### config.mk
export PLATFORM = sky130hd
export DESIGN_NAME = avalon_bus_arbiter_flat
export DESIGN_NICKNAME = d
export VERILOG_FILES = /design/src/rtl/avalon_bus_arbiter_pkg.sv /design/src/rtl/avalon_bus_arbiter_if.sv /design/src/rtl/avalon_bus_arbiter_picker.sv /design/src/rtl/avalon_bus_arbiter.sv /design/src/flat_wrapper.sv
export SDC_FILE = /design/constraint.sdc
export NUM_CORES = 1
export LEC_CHECK = 0
export CAP_MARGIN = 25
export CELL_PAD_IN_SITES_DETAIL_PLACEMENT = 0
export CELL_PAD_IN_SITES_GLOBAL_PLACEMENT = 2
export CORE_MARGIN = 1
export CORE_UTILIZATION = 10
export DETAILED_ROUTE_END_ITERATION = 10
export PLACE_DENSITY = 0.95
export SKIP_CTS_REPAIR_TIMING = 1
export SLEW_MARGIN = 25
export SYNTH_ARGS = -nofsm -noshare
export SYNTH_HDL_FRONTEND = slang
export SYNTH_SLANG_ARGS = --single-unit
### constraint.sdc
create_clock -name clk -period 2.6 [get_ports clk]
set_input_delay 0.52 -clock clk [delete_from_list [all_inputs] [get_ports clk]]
set_output_delay 0.52 -clock clk [all_outputs]
set_load 0.005 [all_outputs]
### src/rtl/avalon_bus_arbiter_pkg.sv
// Shared Avalon-MM request/response types and arbitration constants for the
// core-to-interconnect arbiter.
package avalon_bus_arbiter_pkg;

    localparam int ADDR_W = 32;
    localparam int DATA_W = 32;
    localparam int BE_W   = DATA_W / 8;

    localparam int ARB_FIXED = 0;
    localparam int ARB_RR    = 1;

    typedef struct packed {
        logic              read;
        logic              write;
        logic [ADDR_W-1:0] address;
        logic [DATA_W-1:0] writedata;
        logic [BE_W-1:0]   byte_enable;
    } avalon_req_t;

    typedef struct packed {
        logic              waitrequest;
        logic [DATA_W-1:0] readdata;
    } avalon_resp_t;

    typedef enum logic {
        LOCK_IDLE = 1'b0,
        LOCK_HELD = 1'b1
    } lock_state_t;

endpackage

### src/rtl/avalon_bus_arbiter_if.sv
// Bundle of the per-master ports, the shared slave port and the grant debug
// outputs; "slave" is the arbiter's view, "master" the surrounding system's.
interface avalon_bus_arbiter_if #(
    parameter int NUM_MASTERS = 2,
    parameter int MID_WIDTH   = $clog2(NUM_MASTERS)
);
    import avalon_bus_arbiter_pkg::*;

    avalon_req_t  [NUM_MASTERS-1:0] m_avalon_req;
    avalon_resp_t [NUM_MASTERS-1:0] m_avalon_resp;
    avalon_req_t                    s_avalon_req;
    avalon_resp_t                   s_avalon_resp;
    logic         [MID_WIDTH-1:0]   grant_id;
    logic                           grant_valid;

    modport slave (
        input  m_avalon_req,
        input  s_avalon_resp,
        output m_avalon_resp,
        output s_avalon_req,
        output grant_id,
        output grant_valid
    );

    modport master (
        output m_avalon_req,
        output s_avalon_resp,
        input  m_avalon_resp,
        input  s_avalon_req,
        input  grant_id,
        input  grant_valid
    );

endinterface

### src/rtl/avalon_bus_arbiter_picker.sv
// Combinational requester picker: scans from a start index upward with wrap
// (round-robin) or from index 0 (fixed priority).
module arb_rr_picker #(
    parameter int N     = 2,
    parameter int IDX_W = $clog2(N)
) (
    input  logic [N-1:0]     req,
    input  logic [IDX_W-1:0] start,
    input  logic             mode,
    output logic [IDX_W-1:0] grant_idx,
    output logic             any
);

    always_comb begin
        int base;
        int idx;
        grant_idx = '0;
        any       = 1'b0;
        idx       = 0;
        base      = mode ? int'(start) : 0;
        for (int k = 0; k < N; k++) begin
            idx = base + k;
            if (idx >= N) idx = idx - N;
            if (!any && req[IDX_W'(idx)]) begin
                any       = 1'b1;
                grant_idx = IDX_W'(idx);
            end
        end
    end

endmodule

### src/rtl/avalon_bus_arbiter.sv
// Shares one Avalon-MM slave between NUM_MASTERS masters: combinational request
// path, selection locked across waitrequest, 1-cycle read data routed to its issuer.
module avalon_bus_arbiter
    import avalon_bus_arbiter_pkg::*;
#(
    parameter int NUM_MASTERS = 2,
    parameter int ARB_MODE    = ARB_RR,
    parameter int MID_WIDTH   = $clog2(NUM_MASTERS)
) (
    input logic                  clk,
    input logic                  rst_n,
    avalon_bus_arbiter_if.slave  bus
);

    lock_state_t            lock_state;
    lock_state_t            lock_next;
    logic [MID_WIDTH-1:0]   locked_id;
    logic [MID_WIDTH-1:0]   rr_ptr;
    logic [MID_WIDTH-1:0]   rd_owner;
    logic                   rd_pending;

    logic [NUM_MASTERS-1:0] req;
    logic [MID_WIDTH-1:0]   pick_idx;
    logic                   pick_any;
    logic [MID_WIDTH-1:0]   sel;
    logic                   sel_valid;
    logic                   fire;
    avalon_req_t            sel_req;

    always_comb begin
        req = '0;
        for (int i = 0; i < NUM_MASTERS; i++) begin
            req[i] = bus.m_avalon_req[i].read | bus.m_avalon_req[i].write;
        end
    end

    arb_rr_picker #(
        .N     (NUM_MASTERS),
        .IDX_W (MID_WIDTH)
    ) u_picker (
        .req       (req),
        .start     (rr_ptr),
        .mode      (ARB_MODE == ARB_RR),
        .grant_idx (pick_idx),
        .any       (pick_any)
    );

    // A held lock overrides the picker so the slave-visible request stays
    // stable; the lock drops by itself if the owner withdraws its request.
    always_comb begin
        if (lock_state == LOCK_HELD) begin
            sel       = locked_id;
            sel_valid = req[locked_id] & rst_n;
        end else begin
            sel       = pick_idx;
            sel_valid = pick_any & rst_n;
        end
        sel_req   = bus.m_avalon_req[sel];
        fire      = sel_valid & ~bus.s_avalon_resp.waitrequest;
        lock_next = (sel_valid && bus.s_avalon_resp.waitrequest) ? LOCK_HELD : LOCK_IDLE;
    end

    always_ff @(posedge clk or negedge rst_n) begin
        if (!rst_n) begin
            lock_state <= LOCK_IDLE;
        end else begin
            lock_state <= lock_next;
        end
    end

    always_ff @(posedge clk or negedge rst_n) begin
        if (!rst_n) begin
            locked_id  <= '0;
            rr_ptr     <= '0;
            rd_pending <= 1'b0;
            rd_owner   <= '0;
        end else begin
            if (sel_valid && bus.s_avalon_resp.waitrequest) begin
                locked_id <= sel;
            end
            if (fire && (ARB_MODE == ARB_RR)) begin
                rr_ptr <= (sel == MID_WIDTH'(NUM_MASTERS - 1)) ? '0 : sel + 1'b1;
            end
            rd_pending <= fire & sel_req.read;
            if (fire && sel_req.read) begin
                rd_owner <= sel;
            end
        end
    end

    always_comb begin
        bus.s_avalon_req = '0;
        if (sel_valid) begin
            bus.s_avalon_req = sel_req;
        end
        bus.grant_valid = sel_valid;
        bus.grant_id    = sel;
        for (int i = 0; i < NUM_MASTERS; i++) begin
            bus.m_avalon_resp[i] = '0;
            // Losers stall; idle masters are never stalled so they may move freely.
            if (req[i]) begin
                bus.m_avalon_resp[i].waitrequest =
                    (sel_valid && sel == MID_WIDTH'(i)) ? bus.s_avalon_resp.waitrequest : 1'b1;
            end
            if (rd_pending && rd_owner == MID_WIDTH'(i)) begin
                bus.m_avalon_resp[i].readdata = bus.s_avalon_resp.readdata;
            end
        end
    end

endmodule
### src/flat_wrapper.sv
// flat-port wrapper written by rule: the top's interface ports become plain ports
module avalon_bus_arbiter_flat import avalon_bus_arbiter_pkg::*;
#(
    parameter int NUM_MASTERS = 2,
    parameter int ARB_MODE    = ARB_RR,
    parameter int MID_WIDTH   = $clog2(NUM_MASTERS)
)
  (clk, rst_n, bus_m_avalon_req, bus_s_avalon_resp, bus_m_avalon_resp, bus_s_avalon_req, bus_grant_id, bus_grant_valid);
  avalon_bus_arbiter_if #(.NUM_MASTERS(NUM_MASTERS), .MID_WIDTH(MID_WIDTH)) bus_i ();
  input logic clk;
  input logic rst_n;
  input wire logic [$bits(bus_i.m_avalon_req)-1:0] bus_m_avalon_req;
  input wire logic [$bits(bus_i.s_avalon_resp)-1:0] bus_s_avalon_resp;
  output wire logic [$bits(bus_i.m_avalon_resp)-1:0] bus_m_avalon_resp;
  output wire logic [$bits(bus_i.s_avalon_req)-1:0] bus_s_avalon_req;
  output wire logic [$bits(bus_i.grant_id)-1:0] bus_grant_id;
  output wire logic [$bits(bus_i.grant_valid)-1:0] bus_grant_valid;
  assign bus_i.m_avalon_req = bus_m_avalon_req;
  assign bus_i.s_avalon_resp = bus_s_avalon_resp;
  assign bus_m_avalon_resp = bus_i.m_avalon_resp;
  assign bus_s_avalon_req = bus_i.s_avalon_req;
  assign bus_grant_id = bus_i.grant_id;
  assign bus_grant_valid = bus_i.grant_valid;
  avalon_bus_arbiter #(.NUM_MASTERS(NUM_MASTERS), .ARB_MODE(ARB_MODE), .MID_WIDTH(MID_WIDTH)) u_core (.clk(clk), .rst_n(rst_n), .bus(bus_i));
endmodule
==> results.md <==
- Max-Cap Viols: 0
- H-tree lvl count: 1
- Initial antenna violation count: 0
- Inst Count DP: 670
- Root Buffer: clkbuf_16
- 1st-iter DRT viols: between 90 and 100
- Filler cells: roughly 1,400
- Ys async rst share: between 90% and 100%
- Post-synth EDFFs: 0
- Worst EP arrival: 1.98 ns
- Largest net degree at the start of global routing: just under 70
- Vias in the first global route: 2,667
- Worst Setup Start Kind: primary input
- Hold Fails Final Rpt: 0
- Top_reg_cell synth: dfrtp_1
- Width of the die: between 100 and 150 um
- Distinct cells, synth: 23
- Data required, critical path: 2.08 ns
- Die Area: ~15,000 um2
- Syn_nets: roughly 370
- Post-layout minimum cycle time: 2.496 ns
- Remaining DRCs: 0
- WL final: approximately 10,000 um
- Unrepaired setup endpoints after global routing: false
- Share of cells above drive strength 1: 5.411%
- CTS tree: built
- Die span in y: roughly 120 um
- Clk_skew: 0.001165 ns
- Clk sink count: 5
- Synthesis-to-finish area growth: 255.5%
- DPL Wire Length: 8082 um
- Routed length per placed instance: approximately 15 um
- Antenna-violating nets left: 0
- Post-Syn Area: ~1500 um2
- Starting Density: between 10% and 20%
- Core Region: approximately 14,000 um2
- Vias: 2,834
- Util after Layout: a little under two fifths
- Power density over the cells: around 380 nW/um2
- Hold Path Class: in -> async
- Ant. Diodes: 0
- TritonCTS Buffers: 3
- Place WS: -0.4277 ns
- Hold_ws: 0.3758 ns
- Placed Area: ~4800 um2
- Reg clk slew, reported paths: 0.03 ns
- CP max FO: 8
- First-pass DRT Iterations: 4
- Setup Crit Path Kind: in -> out
- Syn Area/Cell: between 7 and 8 um2
- GRT overflow: 0
- Worst slew pin tran: 0.2841 ns
- Slew Viols, Final: 0
- DR vias/cell: 4.174
- Crit end category: primary output
- Leakage: 3.130 nW
- VDD IR-drop max: between 300 and 400 uV
- Port-buffer cells: roughly 310
- Final WS setup: around 0.10 ns
- Sequential share of the synthesized area: under 10%
- Clock Latency Late Sink: 0.23 ns
- Final RePlAce weighted congestion: 0.7829
- Fmax: 0.4007 GHz
- Finished Cell Area: ~5200 um2
- Post-synthesis cell count: 190
- Status: completed
- Max Buffers Root-to-Sink: 2
- Period Utilization, post-route: a little over nine tenths
- Rel. slew slack: 81.06%
- First-pass GRT wire length: about 13,000 um
- GRT Total Usage: 11.03%
- Syn. warnings: 0
- Setup violators final: 0
- Ports: between 300 and 400
- Final net count: between 600 and 700
- Fin cells: 679
- Register bit total from synthesis: 5
- FP Rows: 43
[layer usage]
layer / global-route usage [%] / vias to the layer above / part of all wire [%]
met3: 2.509 / 10 / 8.8
li1: - / 1355 / -
met1: 12.85 / 1309 / 38
met5: 0 / - / 0
met2: 20.54 / 160 / 52
met4: 1.829 / 0 / 1.1
[sequential cells by signal, summed over array words and instances (netlist names)]
signal	flops
u_core.rd_owner	1
u_core.rd_pending	1
u_core.locked_id	1
u_core.lock_state	1
u_core.rr_ptr	1
[layout make-up]
| type | count | area (um2) | share of cell area, % |
|---|---|---|---|
| clock buffers | 4 | 78.83 | 1.520 |
| inverters | 2 | 7.507 | 0.1448 |
| multi-input cells | 157 | 1196 | 23.06 |
| flip-flops and latches | 5 | 125.1 | 2.413 |
| well taps | 180 | 225.2 | 4.343 |
| repair buffers | 331 | 3553 | 68.52 |
[power by group]
group / total, mW / switching (mW) / leakage [nW] / internal [mW]
Combinational: 1.57 / 0.578 / 3.03 / 0.993
Clock: 0.252 / 0.0486 / 0.0382 / 0.203
Sequential: 0.128 / 0.0236 / 0.0621 / 0.104
Total: 1.95 / 0.650 / 3.13 / 1.30
[metrics by stage]
stage                     power (mW)  setup TNS [ns]
after floorplan               0.7226               0
after global placement         1.665          -25.19
after detailed placement       1.675          -25.82
after CTS                      1.939          -26.62
after global routing           2.083               0
final                          1.950               0
[kinds of logic after synthesis]
logic type             synth area share, %
AO/OA/AOI/OAI                        46.83
flip-flops                           8.576
multiplexers                         2.144
AND/OR/NAND/NOR                      32.33
buffers and inverters                10.12
[synthesized netlist by cell type, drive strengths merged (2+ instances only)]
library cell	number	area share, %
a31oi	2	0.86
buf	9	5.2
and3	33	14
a21oi	2	0.69
inv	2	0.51
mux2i	2	1.4
and2	33	14
dfrtp	5	8.6
nor2b	4	2.2
nor2	3	0.77
clkbuf	17	4.4
a22o	69	41
[cells in the final DEF (no fill, tap or decap), types with 2 or more instances in the layout]
cell type,count
nor2b_1,3
dlymetal6s2s_1,76
a31oi_1,2
clkbuf_16,6
dfrtp_1,5
a22o_1,69
buf_12,3
and3_1,32
buf_4,12
clkdlybuf4s50_1,236
inv_1,2
nor2_1,3
and2_1,33
a21oi_1,2
mux2i_1,2
[path summary, 6_finish.rpt]
kind                                      start                     to  slack [ns]  depth (start not counted)
setup / recovery           bus_m_avalon_req[69]  bus_m_avalon_resp[65]        0.10                          6
hold / removal                            rst_n      u_core.rd_pending        0.38                          2
setup reg to reg              u_core.lock_state       u_core.locked_id        0.98                          6
hold reg to reg                   u_core.rr_ptr          u_core.rr_ptr        0.53                          2
max in group asynchronous                 rst_n      u_core.lock_state        2.11                          2
min in group clk                  u_core.rr_ptr          u_core.rr_ptr        0.53                          2
[worst max-delay path, stage by stage]
cell and delay [ns]:
dlymetal6s2s_1 0.14, or2_1 0.25, a22o_1 0.23, buf_4 0.17, a21oi_1 0.14, clkdlybuf4s50_1 0.53
(Power assumes the default switching activity.)
